==> config.mk <==
export PLATFORM = sky130hd
export DESIGN_NAME = wb_arbiter_2
export DESIGN_NICKNAME = d
export VERILOG_FILES = /design/src/rtl/wb_arb_pkg.sv /design/src/rtl/wb_timeout_watchdog.sv /design/src/rtl/wb_arbiter_2.sv
export SDC_FILE = /design/constraint.sdc
export NUM_CORES = 1
export LEC_CHECK = 0
export ABC_AREA = 1
export CAP_MARGIN = 15
export CORE_AREA = 2 2 125 127
export DETAILED_ROUTE_END_ITERATION = 12
export DIE_AREA = 0 0 127 129
export PLACE_DENSITY_LB_ADDON = 0.12
export SKIP_LAST_GASP = 1
export SLEW_MARGIN = 5
export SYNTH_ARGS = -nofsm -noshare
export SYNTH_HDL_FRONTEND = slang
export SYNTH_SLANG_ARGS = --single-unit
==> constraint.sdc <==
create_clock -name clk -period 1.7 [get_ports clk]
set_input_delay 0.255 -clock clk [delete_from_list [all_inputs] [get_ports clk]]
set_output_delay 0.255 -clock clk [all_outputs]
set_load 0.01 [all_outputs]
==> src/rtl/wb_arb_pkg.sv <==
// Shared types and constants for the two-master Wishbone arbiter.
// Grant encodings are one-hot per master, all-zero when the bus is idle.
package wb_arb_pkg;

  typedef enum logic [1:0] {
    ARB_IDLE   = 2'd0,
    ARB_GRANT0 = 2'd1,
    ARB_GRANT1 = 2'd2
  } arb_state_t;

  localparam logic [1:0] GRANT_NONE = 2'b00;
  localparam logic [1:0] GRANT_M0   = 2'b01;
  localparam logic [1:0] GRANT_M1   = 2'b10;

endpackage

==> src/rtl/wb_timeout_watchdog.sv <==
// Bus-stall watchdog: counts cycles with an active request and no slave response,
// and fires once the count reaches TIMEOUT_CYCLES (0 disables it).
module wb_timeout_watchdog #(
  parameter int TIMEOUT_CYCLES = 255
) (
  input  logic clk,
  input  logic rst,
  input  logic active,
  input  logic resp,
  input  logic clear,
  output logic fire
);

  localparam int CW = (TIMEOUT_CYCLES > 0) ? $clog2(TIMEOUT_CYCLES + 1) : 1;

  generate
    if (TIMEOUT_CYCLES == 0) begin : g_off
      logic unused_inputs;
      assign unused_inputs = &{1'b0, clk, rst, active, resp, clear};
      assign fire = 1'b0;
    end else begin : g_on
      logic [CW-1:0] count_reg;

      // A response in the limit cycle wins over the timeout.
      assign fire = active && !resp && (count_reg == CW'(TIMEOUT_CYCLES));

      always_ff @(posedge clk or posedge rst) begin
        if (rst) begin
          count_reg <= '0;
        end else if (clear || !active || resp || fire) begin
          count_reg <= '0;
        end else begin
          count_reg <= count_reg + 1'b1;
        end
      end
    end
  endgenerate

endmodule

==> src/rtl/wb_arbiter_2.sv <==
// Two-master round-robin Wishbone arbiter with cycle-locked grants and a
// watchdog that aborts stalled transfers with err.
module wb_arbiter_2
  import wb_arb_pkg::*;
#(
  parameter int DATA_WIDTH     = 32,
  parameter int ADDR_WIDTH     = 32,
  parameter int SELECT_WIDTH   = DATA_WIDTH / 8,
  parameter int TIMEOUT_CYCLES = 255
) (
  input  logic                    clk,
  input  logic                    rst,
  input  logic [ADDR_WIDTH-1:0]   wb_m0_adr_i,
  input  logic [DATA_WIDTH-1:0]   wb_m0_dat_i,
  output logic [DATA_WIDTH-1:0]   wb_m0_dat_o,
  input  logic                    wb_m0_we_i,
  input  logic                    wb_m0_stb_i,
  input  logic                    wb_m0_cyc_i,
  input  logic [SELECT_WIDTH-1:0] wb_m0_sel_i,
  output logic                    wb_m0_ack_o,
  output logic                    wb_m0_err_o,
  output logic                    wb_m0_rty_o,
  input  logic [ADDR_WIDTH-1:0]   wb_m1_adr_i,
  input  logic [DATA_WIDTH-1:0]   wb_m1_dat_i,
  output logic [DATA_WIDTH-1:0]   wb_m1_dat_o,
  input  logic                    wb_m1_we_i,
  input  logic                    wb_m1_stb_i,
  input  logic                    wb_m1_cyc_i,
  input  logic [SELECT_WIDTH-1:0] wb_m1_sel_i,
  output logic                    wb_m1_ack_o,
  output logic                    wb_m1_err_o,
  output logic                    wb_m1_rty_o,
  output logic [ADDR_WIDTH-1:0]   wb_s_adr_o,
  output logic [DATA_WIDTH-1:0]   wb_s_dat_o,
  input  logic [DATA_WIDTH-1:0]   wb_s_dat_i,
  output logic                    wb_s_we_o,
  output logic                    wb_s_stb_o,
  output logic                    wb_s_cyc_o,
  output logic [SELECT_WIDTH-1:0] wb_s_sel_o,
  input  logic                    wb_s_ack_i,
  input  logic                    wb_s_err_i,
  input  logic                    wb_s_rty_i,
  output logic [1:0]              grant_o,
  output logic                    timeout_o
);

  arb_state_t state_reg, state_next;
  logic       last_grant_reg, last_grant_next;
  logic [1:0] grant_reg, grant_next;
  logic       arb_en;
  logic       active, resp, fire;

  // Arbitration only happens when idle or when the owner has dropped cyc.
  always_comb begin
    state_next      = state_reg;
    last_grant_next = last_grant_reg;
    grant_next      = grant_reg;
    arb_en = (state_reg == ARB_IDLE) ||
             (state_reg == ARB_GRANT0 && !wb_m0_cyc_i) ||
             (state_reg == ARB_GRANT1 && !wb_m1_cyc_i);
    if (arb_en) begin
      if (wb_m0_cyc_i && (!wb_m1_cyc_i || last_grant_reg)) begin
        state_next      = ARB_GRANT0;
        last_grant_next = 1'b0;
        grant_next      = GRANT_M0;
      end else if (wb_m1_cyc_i) begin
        state_next      = ARB_GRANT1;
        last_grant_next = 1'b1;
        grant_next      = GRANT_M1;
      end else begin
        state_next = ARB_IDLE;
        grant_next = GRANT_NONE;
      end
    end
  end

  always_ff @(posedge clk or posedge rst) begin
    if (rst) begin
      state_reg      <= ARB_IDLE;
      last_grant_reg <= 1'b1;
      grant_reg      <= GRANT_NONE;
    end else begin
      state_reg      <= state_next;
      last_grant_reg <= last_grant_next;
      grant_reg      <= grant_next;
    end
  end

  assign active = (state_reg == ARB_GRANT0) ? (wb_m0_cyc_i && wb_m0_stb_i) :
                  (state_reg == ARB_GRANT1) ? (wb_m1_cyc_i && wb_m1_stb_i) : 1'b0;
  assign resp   = wb_s_ack_i || wb_s_err_i || wb_s_rty_i;

  wb_timeout_watchdog #(
    .TIMEOUT_CYCLES(TIMEOUT_CYCLES)
  ) u_watchdog (
    .clk   (clk),
    .rst   (rst),
    .active(active),
    .resp  (resp),
    .clear (state_next != state_reg),
    .fire  (fire)
  );

  always_comb begin
    wb_s_adr_o  = '0;
    wb_s_dat_o  = '0;
    wb_s_sel_o  = '0;
    wb_s_we_o   = 1'b0;
    wb_s_stb_o  = 1'b0;
    wb_s_cyc_o  = 1'b0;
    wb_m0_ack_o = 1'b0;
    wb_m0_err_o = 1'b0;
    wb_m0_rty_o = 1'b0;
    wb_m1_ack_o = 1'b0;
    wb_m1_err_o = 1'b0;
    wb_m1_rty_o = 1'b0;
    unique case (state_reg)
      ARB_GRANT0: begin
        wb_s_adr_o  = wb_m0_adr_i;
        wb_s_dat_o  = wb_m0_dat_i;
        wb_s_sel_o  = wb_m0_sel_i;
        wb_s_we_o   = wb_m0_we_i;
        wb_s_stb_o  = wb_m0_stb_i && !fire;
        wb_s_cyc_o  = wb_m0_cyc_i && !fire;
        wb_m0_ack_o = wb_s_ack_i;
        wb_m0_err_o = wb_s_err_i || fire;
        wb_m0_rty_o = wb_s_rty_i;
      end
      ARB_GRANT1: begin
        wb_s_adr_o  = wb_m1_adr_i;
        wb_s_dat_o  = wb_m1_dat_i;
        wb_s_sel_o  = wb_m1_sel_i;
        wb_s_we_o   = wb_m1_we_i;
        wb_s_stb_o  = wb_m1_stb_i && !fire;
        wb_s_cyc_o  = wb_m1_cyc_i && !fire;
        wb_m1_ack_o = wb_s_ack_i;
        wb_m1_err_o = wb_s_err_i || fire;
        wb_m1_rty_o = wb_s_rty_i;
      end
      default: ;
    endcase
  end

  // Read data is broadcast, but held at zero during reset like every other output.
  assign wb_m0_dat_o = rst ? '0 : wb_s_dat_i;
  assign wb_m1_dat_o = rst ? '0 : wb_s_dat_i;
  assign grant_o     = grant_reg;
  assign timeout_o   = fire;

endmodule

==> impl_summary.md, run 1 <==
Status
The run finished, with violations left. The checks that failed: negative setup slack.

Routing
The number of nets with antenna violations after detailed routing is 0. The via count is between 4k and 5k. The number of optimization iterations in the first detailed-route pass is 4.

The DRC violation count after routing is 0. For this block, the initial DRC count from the detailed router was between 150 and 200. The mean routed wirelength per cell is approximately 17 um. The detailed-route vias per instance is 4.142.

The aggregate routed wire length is between 15000 and 20000 um.

Clocking
The clock tree root buffer cell is sky130_fd_sc_hd__clkbuf_16. The number of levels the H-tree was split into is 1. CTS saw 13 sinks. TritonCTS created 3 clock buffers. Clock-pin slew was measured on the worst setup and hold paths at ~50 ps. The clock reaches the later pin of the worst-skew pair after between 200 and 250 ps.

The number of buffers added to fix hold violations after cts is 0. The maximum clock insertion buffer count is 2. TritonCTS built the clock tree.

Placed design
The worst-case setup slack after placement is -768.6 ps. Input and output buffers added on the ports amount to 322. The post-detailed-placement cell area is 0.005894 mm^2. At the end of routability-driven placement, the weighted congestion stood at approximately 0.83. The wire-length estimate of the detail-placed layout is about 12000 um.

Final layout
The number of flip-flops in the largest register is 8. In the final layout, the share of cells above drive strength 1 is a little over a third. Relative to the synthesized area, the layout overhead comes to 191.7%. The number of nets in the finished design is ~970.

After routing the design area is 0.006693 mm^2. 0 antenna diodes ended up in the layout. Counting the fill cells in the layout gives between 1.5k and 2k.

Critical path
Of all nets on the critical path, the largest fanout is 12. The worst setup path is launched from a flip-flop. At the worst endpoint, the arrival time is between 1500 and 2000 ps. The worst setup path is captured at an output pin. The number of cell instances on the worst register-to-register path is 12. For the worst setup path, the data required time is about 1400 ps. The worst reg-to-reg setup slack is -170 ps. The worst register-to-register path begins at state_reg[1]. The endpoint of the worst register-to-register path is u_watchdog.g_on.count_reg[0]. The startpoint-to-endpoint class of the critical path is reg2out.

Power
The switching power is 4056 uW. In this run switching power makes up 45.73% of total power. The reported leakage power is between 0.003 and 0.004 uW. The share of total power dissipated in sequential elements is between 4 and 5%. Of the total power, combinational logic draws between 90% and 100%. The internal power of the cells totals around 4800 uW. The maximum VDD drop is ~800 uV. The clock share of power is under 10%.

The power per unit of standard cell area is 1325 mW/mm^2.

STA
The relative slew slack is ~80%. Based on the critical path, the design can be clocked at up to 507.3 MHz. The worst hold-check slack is slightly below 500 ps. Dividing the final minimum period by the clock period gives 115.9%. Setup repair after global routing could not meet its margin everywhere.

For the final database, setup skew stands at around 2.2 ps. The final critical-path setup slack is -271.0 ps. At the pin with the least slew margin, the transition time is 308.7 ps.

The final hold violation count is 0. The final total negative setup slack is -17540 ps. The total setup violations reported at the end of the flow is 87. The post-layout minimum cycle time is a little under 2000 ps. The final number of max-transition violations is 0.

Yosys
By area the synthesized netlist is led by sky130_fd_sc_hd__nand2_1 26%, sky130_fd_sc_hd__a21oi_1 15%, sky130_fd_sc_hd__dfrtp_1 13%. The number of nets handed over by synthesis was 618. The most used flip-flop cell after synthesis is sky130_fd_sc_hd__dfrtp_1. Counting distinct cell types in the post-synthesis netlist gives 29. The share of synthesized area occupied by flip-flops and latches is between 10% and 20%.

The share of synthesized registers carrying an async set or reset is 100.0%. The fraction of synthesized cell area taken by the top area cell type is between 20% and 30%. A synthesized cell averages about 5.3 um^2. The register bit count reported by yosys is 13. The gate count after technology mapping is 435. The number of enable-type register cells in the synthesized netlist is 0. The synthesized netlist occupies a cell area of around 0.0023 mm^2. The synthesized design spends more area on one cell type than any other, namely sky130_fd_sc_hd__nand2_1. Yosys printed 0 warnings.

Worst hold path
The hold path depth is 2. The sink of the worst hold path is last_grant_reg. The startpoint identified for the worst hold timing path is last_grant_reg. In this run the worst hold path is classified as reg2reg.

GRT
The initial antenna violation count came to 1. The remaining global-route overflow is 0. The first global-routing pass estimated between 20000 and 25000 um of wire. Entering global routing, the biggest net connects 22 pins.

The number of global-route vias before repair is 3846. The global-route usage over all layers is about 17%.

Die
The area of the die is around 0.016 mm^2. The floorplan step set the die width to around 130 um. For this configuration, the core starts out at a cell density of approximately 15%. The floorplan step set the die height to 129 um. In this run the count of I/O pins placed on the die edge is between 300 and 400. The core area is 0.01498 mm^2. The floorplan has 45 rows.

Run
The count of maximum capacitance violations is 0.
[worst max-delay path: stages, from the launching register on]
cell,delay (ps)
sky130_fd_sc_hd__dfrtp_1,400
sky130_fd_sc_hd__inv_2,80
sky130_fd_sc_hd__buf_4,150
sky130_fd_sc_hd__ha_4,290
sky130_fd_sc_hd__inv_8,80
sky130_fd_sc_hd__clkbuf_16,170
sky130_fd_sc_hd__a21oi_1,120
sky130_fd_sc_hd__buf_2,180
[layer usage]
layer / routed length (um) / track usage [%] / vias up
li1: - / - / 2019
met1: 6792 / 20.49 / 1878
met2: 8804 / 32.29 / 136
met3: 909 / 3.285 / 14
met4: 272 / 3.814 / 0
met5: 0 / 0 / -
[timing repair]
item                                   4_1_cts  5_1_grt
setup endpoints to repair                  155       93
setup buffers                               18        7
endpoints found under the hold margin        0        0
cloned                                       5       13
pin swaps                                   29       37
resized for setup                          431      115
[how the worst max path moves through the flow]
stage	cells past startpoint	from	slack, ps	end
after global placement	7	wb_s_err_i	-800	wb_m0_err_o
final	7	state_reg[1]	-270	wb_s_dat_o[25]
after global routing	8	state_reg[0]	-310	wb_m1_err_o
after floorplan	8	state_reg[1]	20	wb_m0_err_o
after CTS	8	state_reg[1]	-260	wb_s_adr_o[0]
after detailed placement	7	wb_s_err_i	-770	wb_m1_err_o
[power groups by stage]
stage          combinational, uW  sequential [uW]  clock (uW)
6_report                    8000              424         446
5_1_grt                     8480              429         475
4_1_cts                     6110              421         454
3_5_place_dp                5690              423           0
3_3_place_gp                5650              420           0
2_1_floorplan               2310              426           0
[through the flow]
| stage | std cells | utilization, % | power, uW |
|---|---|---|---|
| after global placement | 932 | 39.36 | 6065 |
| after CTS | 959 | 40.17 | 6982 |
| after floorplan | 435 | - | 2731 |
| after detailed placement | 932 | 39.36 | 6108 |
| final | 977 | 44.69 | 8868 |
| after global routing | 977 | 44.69 | 9387 |
[layout by cell type, fill, tap and decap left out, types with 2 or more instances in the layout]
cell and n:
sky130_fd_sc_hd__clkdlybuf4s50_1 178, sky130_fd_sc_hd__nand2_1 124, sky130_fd_sc_hd__buf_2 70, sky130_fd_sc_hd__dlygate4sd2_1 64
sky130_fd_sc_hd__inv_1 47, sky130_fd_sc_hd__a21oi_2 42, sky130_fd_sc_hd__buf_4 41, sky130_fd_sc_hd__nor2_1 35
sky130_fd_sc_hd__a21oi_1 29, sky130_fd_sc_hd__nand2_2 21, sky130_fd_sc_hd__buf_6 20, sky130_fd_sc_hd__nand2_4 16
sky130_fd_sc_hd__buf_12 15, sky130_fd_sc_hd__clkbuf_16 13, sky130_fd_sc_hd__dfrtp_1 12, sky130_fd_sc_hd__inv_2 6
sky130_fd_sc_hd__xor2_1 5, sky130_fd_sc_hd__buf_8 5, sky130_fd_sc_hd__nand3_1 4, sky130_fd_sc_hd__nor2_2 4
sky130_fd_sc_hd__buf_16 4, sky130_fd_sc_hd__o21ai_1 3, sky130_fd_sc_hd__nand3_4 3, sky130_fd_sc_hd__nor2_4 3
sky130_fd_sc_hd__ha_4 3, sky130_fd_sc_hd__o21ai_2 2, sky130_fd_sc_hd__nand3_2 2, sky130_fd_sc_hd__dlymetal6s2s_1 2
[cell usage after synthesis, types with 2 or more instances]
library cell                 n
sky130_fd_sc_hd__inv_1      52
sky130_fd_sc_hd__clkbuf_1   13
sky130_fd_sc_hd__buf_4      33
sky130_fd_sc_hd__nand3_4     2
sky130_fd_sc_hd__nor2_1     42
sky130_fd_sc_hd__ha_1        4
sky130_fd_sc_hd__buf_1       2
sky130_fd_sc_hd__xor2_1      5
sky130_fd_sc_hd__dfrtp_1    12
sky130_fd_sc_hd__inv_2       2
sky130_fd_sc_hd__buf_2      11
sky130_fd_sc_hd__nand3_1     7
sky130_fd_sc_hd__a21oi_1    71
sky130_fd_sc_hd__nand2_2     2
sky130_fd_sc_hd__o21ai_0     4
sky130_fd_sc_hd__nand2_1   159
sky130_fd_sc_hd__nor3_1      2
[final cells by class]
cell class | count | area [um^2] | area share, %
sequential | 13 | 326.6 | 4.879
timing repair buffer | 409 | 3986 | 59.56
clock inverter | 1 | 5.005 | 0.07478
multi-input combinational | 308 | 1848 | 27.61
inverter | 55 | 216.5 | 3.234
clock buffer | 3 | 75.07 | 1.122
tap | 188 | 235.2 | 3.515
[logic make-up after synthesis]
logic type      synth area share [%]
fa+ha+maj                      2.181
buf+inv                        24.65
xor+xnor                       2.290
mux                           0.4362
compound gates                 17.94
simple gates                   38.28
flops                          14.23
(Power assumes the default switching activity.)
==> inputs of run 2 (changes only) <==
Settings changed: SLEW_MARGIN 5 to 0.
==> results of run 2 <==
The final DEF is identical to that of run 1; final timing and power are the same.
==> inputs of run 3 (changes only) <==
Settings changed: PLACE_DENSITY set to 0.65, PLACE_DENSITY_LB_ADDON 0.12 to not set.
==> impl_summary.md, run 3 (synthesis gave the netlist of run 1 again) <==
Clocking
The clock reaches the later pin of the worst-skew pair after roughly 240 ps. The maximum clock insertion buffer count is 2. Counting the buffers created by CTS gives 3.

CTS placed an instance of sky130_fd_sc_hd__clkbuf_16 at the clock tree root. The post-CTS clock slew at the launch and capture registers of the worst setup and hold paths is roughly 40 ps. The number of levels the H-tree was split into is 1. The number of clock sinks seen by CTS is 13. TritonCTS built the clock tree.

Critical path
The startpoint-to-endpoint class of the critical path is reg2out. The capturing element type of the critical path is an output pin. The arrival time at the worst endpoint is about 1800 ps. At the worst endpoint, the required time is between 1000 and 1500 ps. The worst setup path is launched from a flip-flop.

The maximum fanout along the worst path is 19.

STA
Headroom to the max-slew limit came out at 67.97%. The final worst-path cycle share is 120.1%. The worst hold-check slack is 480.3 ps.

The final number of max-transition violations came to 0. The worst path in the final design needs a cycle of around 2000 ps, including I/O delays and setup. The final hold violation count is 0. For the pin with the worst max-slew slack, the measured transition is approximately 480 ps. Clock skew on the completed layout was measured at 2.644 ps. Setup repair after global routing could not meet its margin everywhere. The timing-limited maximum frequency is ~490 MHz. The total setup violations reported at the end of the flow is 87. The final critical-path setup slack is -341.2 ps.

Placed design
Prior to clock tree synthesis, the placed netlist has a worst setup slack of -723.1 ps. The estimated wirelength of the detail-placed design is roughly 11000 um. Buffers placed on the I/O ports in this run total roughly 320. The routability congestion estimate from global placement is roughly 0.79.

Status
The flow ran to the end, but the final reports show violations. The final reports fail on negative setup slack.

Run
Across the run, the number of max-cap violations was 0.

Power
The analysis attributes to net switching a power of 3568 uW. Registers are responsible for under 10% of the overall power. The internal power consumption is around 4200 uW. The maximum VDD drop is 687.1 uV. In this run, the combinational gates consume about nine tenths of the power. The net switching fraction of the power is approximately 46%.

The total power draw is 7728 uW. Summed over all cells, the static leakage comes to approximately 0.0030 uW. The clock share of power is around 5.6%. The power per unit of standard cell area is about 1200 mW/mm^2.

Routing
In the final routed layout, each cell accounts on average for approximately 16 um. The aggregate routed wire length is 15100 um. Dividing the detail-routed via count by the number of cells gives slightly above 4. In this run the remaining antenna-violating nets after routing total 0.

The number of optimization iterations in the first detailed-route pass is 4. The detailed router's first-iteration violation count is 136. The routed layout has roughly 4k vias. After detailed routing, the number of remaining DRC violations is 0.

GRT
Entering global routing, the biggest net connects 34 pins. The initial antenna violation count is 0. The number of global-route vias before repair came to roughly 3.6k. The remaining global-route overflow is 0.

The first global-routing pass estimated about 20000 um of wire. The global-route usage over all layers is around 16%.

Final layout
At the end of the flow, the number of nets in the layout was 964. 0 antenna diodes ended up in the layout. The relative area change from synthesis to final layout is 177.0%. Once layout is complete, the utilization of the core stands at a little over two fifths.

The number of flip-flops in the largest register is 8. The post-route netlist has between 30 and 40% of its cells at a drive strength greater than 1. The top cell types in the final layout, fill and taps aside, are 180 x sky130_fd_sc_hd__clkdlybuf4s50_1, 143 x sky130_fd_sc_hd__nand2_1, 64 x sky130_fd_sc_hd__dlygate4sd2_1. The library cell used most frequently in the layout, excluding fill and tap cells, is sky130_fd_sc_hd__clkdlybuf4s50_1.

Die
The core area is roughly 0.015 mm^2. The area of the die is between 0.015 and 0.02 mm^2. The floorplan die height is approximately 130 um.

The initial utilization of the core area, before any placement, comes to 15.32%. Row generation in the floorplan step produced 45 rows. The die width is around 130 um. The count of pins on the block boundary is 323.

Worst hold path
The worst min-delay path category is reg2reg.
==> run 3: cell types whose count changed in the layout (fill, tap and decap cells not counted), sizes merged <==
cell / before / now
buf: 155 / 145
bufbuf: 0 / 1
clkbuf: 13 / 9
clkdlybuf4s15: 0 / 4
clkdlybuf4s50: 178 / 180
clkinv: 1 / 0
clkinvlp: 0 / 1
dlymetal6s2s: 2 / 0
==> run 3: path summary, 6_finish.rpt <==
check                                          endpoint  cells after the start      startpoint  slack (ps)
setup / recovery                         wb_s_adr_o[20]                      8    state_reg[0]        -340
hold / removal                           last_grant_reg                      2  last_grant_reg         480
setup reg to reg           u_watchdog.g_on.count_reg[4]                     12    state_reg[1]        -180
hold reg to reg                          last_grant_reg                      2  last_grant_reg         480
max in group asynchronous                last_grant_reg                      3             rst         760
min in group asynchronous  u_watchdog.g_on.count_reg[3]                      3             rst         590
==> run 3: stage by stage <==
stage | TNS, ps | cells | cell area, um^2
5_1_grt | -26890 | 968 | 6357
6_report | -19330 | 968 | 6357
3_5_place_dp | -51600 | 935 | 5842
3_3_place_gp | -47850 | 935 | 5842
4_1_cts | -19300 | 957 | 6016
2_1_floorplan | 0 | 435 | 2295
==> run 3: power groups by stage <==
stage	registers (uW)	clock network (uW)	logic, uW
5_1_grt	434	463	7310
3_3_place_gp	422	0	5450
3_5_place_dp	426	0	5430
6_report	427	437	6860
2_1_floorplan	426	0	2310
4_1_cts	423	449	6160
==> run 3: timing repair <==
action                     in CTS  in global routing
pin swaps                      12                 26
setup buffers                  14                  6
gates cloned                    5                  6
resized for setup             458                 49
hold buffers                    0                  0
setup endpoints to repair     155                 91
==> run 3: final cells by class <==
class	count	area, um^2
well taps	188	235.2
fillers	1556	8620
clock buffers	4	78.83
inverters	55	214.0
multi-input cells	308	1700
repair inverters	1	7.507
flip-flops and latches	13	326.6
repair buffers	399	3795
==> run 3: metal layers <==
metal	share of wire, %	track usage (%)
met1	40	19.05
met2	52	29.44
met3	6.1	3.326
met4	1.4	2.844
met5	0	0
==> run 3: worst max-delay path, cell delays in order (launching register included) <==
cell                              delay [ps]
sky130_fd_sc_hd__dfrtp_1                 410
sky130_fd_sc_hd__inv_2                   100
sky130_fd_sc_hd__ha_4                    150
sky130_fd_sc_hd__buf_8                   150
sky130_fd_sc_hd__buf_12                  150
sky130_fd_sc_hd__buf_12                  150
sky130_fd_sc_hd__nand2_1                  70
sky130_fd_sc_hd__a21oi_1                 130
sky130_fd_sc_hd__clkdlybuf4s15_2         240
==> RTL change 1, RTL diff (settings of run 3) <==
Register the output `wb_m1_err_o`, without a reset; this adds one clock of latency there. The other outputs are not delayed to match.
--- a/src/rtl/wb_arbiter_2.sv
+++ b/src/rtl/wb_arbiter_2.sv
@@ -43,6 +43,8 @@
   output logic [1:0]              grant_o,
   output logic                    timeout_o
 );
+
+  logic wb_m1_err_d;
 
   arb_state_t state_reg, state_next;
   logic       last_grant_reg, last_grant_next;
@@ -112,7 +114,7 @@
     wb_m0_err_o = 1'b0;
     wb_m0_rty_o = 1'b0;
     wb_m1_ack_o = 1'b0;
-    wb_m1_err_o = 1'b0;
+    wb_m1_err_d = 1'b0;
     wb_m1_rty_o = 1'b0;
     unique case (state_reg)
       ARB_GRANT0: begin
@@ -134,7 +136,7 @@
         wb_s_stb_o  = wb_m1_stb_i && !fire;
         wb_s_cyc_o  = wb_m1_cyc_i && !fire;
         wb_m1_ack_o = wb_s_ack_i;
-        wb_m1_err_o = wb_s_err_i || fire;
+        wb_m1_err_d = wb_s_err_i || fire;
         wb_m1_rty_o = wb_s_rty_i;
       end
       default: ;
@@ -147,5 +149,9 @@
   assign grant_o     = grant_reg;
   assign timeout_o   = fire;
 
+  always_ff @(posedge clk) begin
+    wb_m1_err_o <= wb_m1_err_d;
+  end
+
 endmodule
 
Formal check against the unedited RTL: not equivalent (a bounded check fails within 4 cycles, from zero or initial values and one cycle with rst high).
==> RTL change 1 against run 3 <==
- the flow still finishes with violations (negative setup slack)
- cell area grew 4.1%
- routed wire length grew 2.3%
- sequential cell count increased by 1
- synthesized area is 0.87% higher
- worst hold slack worse by 160 ps
- setup slack got worse by 9.7 ps
- power increased by 14%
- largest cell class unchanged
==> RTL change 1: results (changes against run 3) <==
Vias/cell 4.10 (+1.5%); share of layout cells above drive strength 1 31.7% (+1.3 points); Setup Skew 1.35 ps (-1.30 ps); Async SR Flop Fraction 92.9% (-7.1 points); Setup Viol. Count Final 85 (-2.3%); Iteration-0 DRC Markers 183 (+35%); Max FO, Critical Path 8 (-11); vias post-DR 3995 (+2.1%); DP Cell Count 933 (-0.21%); leakage power 3.18 nW (+4.8%); setup ws final -351 ps (-9.73 ps); DPL Wire Length 10700 um (-4.7%); register area share after synthesis 15.0% (+0.74 points); GR Layer Usage met2 28.1% (-1.4 points); Metal-1 WL 6220 um (+2.4%); first-pass GRT wire length 20600 um (+0.23%); pre-CTS WS -804 ps (-80.7 ps); Net Count, Synth 619 (+0.16%); Largest stage delay, worst path 370 ps (-40 ps); met3 WL 1180 um (+29%); maximum vdd drop 0.841 mV (+22%); Final Routed Wirelength 15400 um (+2.3%); Synth area leaders nand2_1, a21oi_1, dfrtp_1, buf_4, inv_1; Nets 970 (+0.62%); status finished, violations left; GR Util met1 20.2% (+1.1 points); failing checks negative setup slack; gp weighted congestion 0.770 (-2.7%)
[RTL change 1: cell types whose count changed in the layout (fill, tap and decap cells not counted), sizes merged]
cell | before | now
clkdlybuf4s15 | 4 | 6
buf | 145 | 147
clkdlybuf4s50 | 180 | 181
dlymetal6s2s | 0 | 2
dfxtp | 0 | 1
clkinvlp | 1 | 0
clkbuf | 9 | 8
[RTL change 1: area by class of cell]
class                      count  area, um^2  share of cell area, %
inverter                      55         216                   3.27
sequential                    14         347                   5.24
multi-input combinational    308        1730                   26.1
timing repair buffer         405        4000                   60.5
clock buffer                   4        88.8                   1.34
tap                          188         235                   3.56
[RTL change 1: logic make-up (layout without fill, tap and decap cells)]
kind of cell	count (synthesis)	in the layout	synth area share, %
flip-flops	14	14	15.0
adder cells (fa/ha/maj)	4	4	2.16
XOR/XNOR	6	6	2.27
AO/OA/AOI/OAI	80	80	17.8
buffers and inverters	114	464	24.4
AND/OR/NAND/NOR	217	217	37.9
multiplexers	1	1	0.432
[RTL change 1: through the flow]
step	hold slack, ps	util [%]	TNS [ps]	power, mW	area [um^2]
floorplan	408	-	0	2.76	2310
global placement	473	38.8	-42290	5.73	5810
detailed placement	482	38.8	-42970	5.73	5810
CTS	489	42.2	-16880	8.16	6320
global route	372	44.2	-23730	9.32	6620
finish	323	44.2	-17400	8.84	6620
[RTL change 1: final timing paths]
path,slack [ps],cells past startpoint,endpoint,startpoint
setup / recovery,-350,7,wb_s_adr_o[20],state_reg[1]
hold / removal,320,3,u_watchdog.g_on.count_reg[3],rst
setup reg to reg,-110,11,u_watchdog.g_on.count_reg[6],state_reg[0]
hold reg to reg,480,1,grant_o[0],grant_o[0]
max in group asynchronous,1020,3,last_grant_reg,rst
min in group clk,480,1,grant_o[0],grant_o[0]
==> RTL change 2, RTL diff (flow settings as in run 3) <==
Made on the original files. `TIMEOUT_CYCLES` is set to 255 in 2 places; all go to 510.
--- a/src/rtl/wb_timeout_watchdog.sv
+++ b/src/rtl/wb_timeout_watchdog.sv
@@ -1,7 +1,7 @@
 // Bus-stall watchdog: counts cycles with an active request and no slave response,
 // and fires once the count reaches TIMEOUT_CYCLES (0 disables it).
 module wb_timeout_watchdog #(
-  parameter int TIMEOUT_CYCLES = 255
+  parameter int TIMEOUT_CYCLES = 510
 ) (
   input  logic clk,
   input  logic rst,
--- a/src/rtl/wb_arbiter_2.sv
+++ b/src/rtl/wb_arbiter_2.sv
@@ -6,7 +6,7 @@
   parameter int DATA_WIDTH     = 32,
   parameter int ADDR_WIDTH     = 32,
   parameter int SELECT_WIDTH   = DATA_WIDTH / 8,
-  parameter int TIMEOUT_CYCLES = 255
+  parameter int TIMEOUT_CYCLES = 510
 ) (
   input  logic                    clk,
   input  logic                    rst,
Formal check against the unedited RTL: no difference found for any inputs over 10 cycles, from zero or initial values and one cycle with rst high; that may be too few to reach the edited logic, so the function may still have changed.
==> RTL change 2 against run 3 <==
- the run still ends with negative setup slack left
- cell area is 1.6% higher
- critical endpoint is now wb_s_dat_o[23]
- largest cell class unchanged
- clock skew is 0.82 ps lower
- die area stayed put
- clock power is 13% higher
- sequential share of layout area is 0.31 points higher
- count of clock-buffer cells in the layout stayed put
- power is 9.4% higher
- setup slack better by 46 ps
- core utilization is 0.68 points higher
- sequential cell count is 1 higher
- worst hold slack worse by 0.68 ps
- routed wire length is 6.1% lower
- synthesized area is 1.0% higher
==> RTL change 2: results (changes against run 3) <==
commonest cells in the synthesized netlist nand2_1, a21oi_1, nor2_1, inv_1, buf_4; Max FO, Critical Path 8 (-11); Hold Crit Depth 2 (unchanged); Synth area leaders nand2_1, a21oi_1, dfrtp_1, buf_4, nor2_1; max reg flops 9 (+1); Nets 975 (+1.1%); largest net degree at the start of global routing 20 (-41%); post-synthesis compound-gate area fraction 17.1% (-0.89 points); filler instances 1567 (+0.71%); worst path arrival time 1740 ps (-50 ps); pre-CTS WS -623 ps (+100 ps); Iteration-0 DRC Markers 116 (-15%); Largest stage delay, worst path 370 ps (-40 ps); TritonRoute pass-1 iters 6 (+2); leakage power 3.07 nW (+0.94%); first-pass GRT wire length 20300 um (-1.1%); gp weighted congestion 0.809 (+2.2%); DPL Wire Length 10500 um (-6.2%); CTS buffer count 3 (unchanged); vias in the first global route 3776 (+5.3%); Global Route Usage Sum 15.5% (-0.36 points); Final Routed Wirelength 14200 um (-6.1%); maximum vdd drop 0.804 mV (+17%); Setup Skew 1.82 ps (-0.822 ps); status finished, violations left; DP Cell Count 942 (+0.75%); WL/cell 14.5 um (-7.1%); setup ws final -295 ps (+46.3 ps); CP delay by family, top buffers and inverters; mux share of post-synthesis cell area 0% (-0.44 points); Synth Area in Adders 2.70% (+0.52 points); worst reg-to-reg path cell count 11 (-1); failing checks negative setup slack; Post-Synthesis Cells 440 (+1.1%); Slew @ Worst Pin 289 ps (-191 ps); Post-Synth XOR/XNOR Area 2.64% (+0.35 points); Synth cell types 25 (-14%); register area share after synthesis 15.2% (+0.93 points); Setup Viol. Count Final 85 (-2.3%)
[RTL change 2: area by class of cell]
cell class	count	area share, %
repair inverters	1	0.310
inverters	49	3.04
clock buffers	4	1.38
repair buffers	403	58.3
flip-flops and latches	14	5.44
multi-input cells	319	27.9
well taps	188	3.64
[RTL change 2: repair_timing]
action | in CTS | in global routing
pin swaps | 11 | 11
gates resized for setup | 468 | 52
cloned | 10 | 1
setup buffers | 16 | 8
endpoints found under the setup margin | 151 | 90
[RTL change 2: routing by layer]
layer	vias up	GRT usage [%]	routed length, um
li1	2022	-	-
met4	0	1.68	90
met5	-	0	0
met3	11	3.33	745
met2	119	27.0	7280
met1	1808	20.4	6060
[RTL change 2: power breakdown]
group          switching, mW  internal [mW]
registers             0.0444          0.404
clock network          0.136          0.356
logic                   3.61           3.90
[RTL change 2: metrics by stage]
stage	hold slack [ps]	util, %	area (um^2)	setup TNS [ps]
finish	480	43.1	6460	-15760
global route	501	43.1	6460	-22210
CTS	484	41.4	6190	-16050
detailed placement	476	39.0	5840	-42900
global placement	464	39.0	5840	-41630
floorplan	448	-	2320	0
[RTL change 2: worst paths after layout]
check | end | from | slack [ps]
max | wb_s_dat_o[23] | state_reg[0] | -290
min | last_grant_reg | last_grant_reg | 480
max reg2reg | u_watchdog.g_on.count_reg[1] | state_reg[1] | -100
min reg2reg | last_grant_reg | last_grant_reg | 480
max in group asynchronous | last_grant_reg | rst | 900
min in group asynchronous | u_watchdog.g_on.count_reg[2] | rst | 560
[RTL change 2: logic make-up (layout without fill, tap and decap cells)]
family                   after synthesis  in the layout
AO/OA/AOI/OAI                         79             79
XOR/XNOR                               7              7
adder cells (fa/ha/maj)                5              5
buffers and inverters                108            457
flip-flops                            14             14
AND/OR/NAND/NOR                      227            228
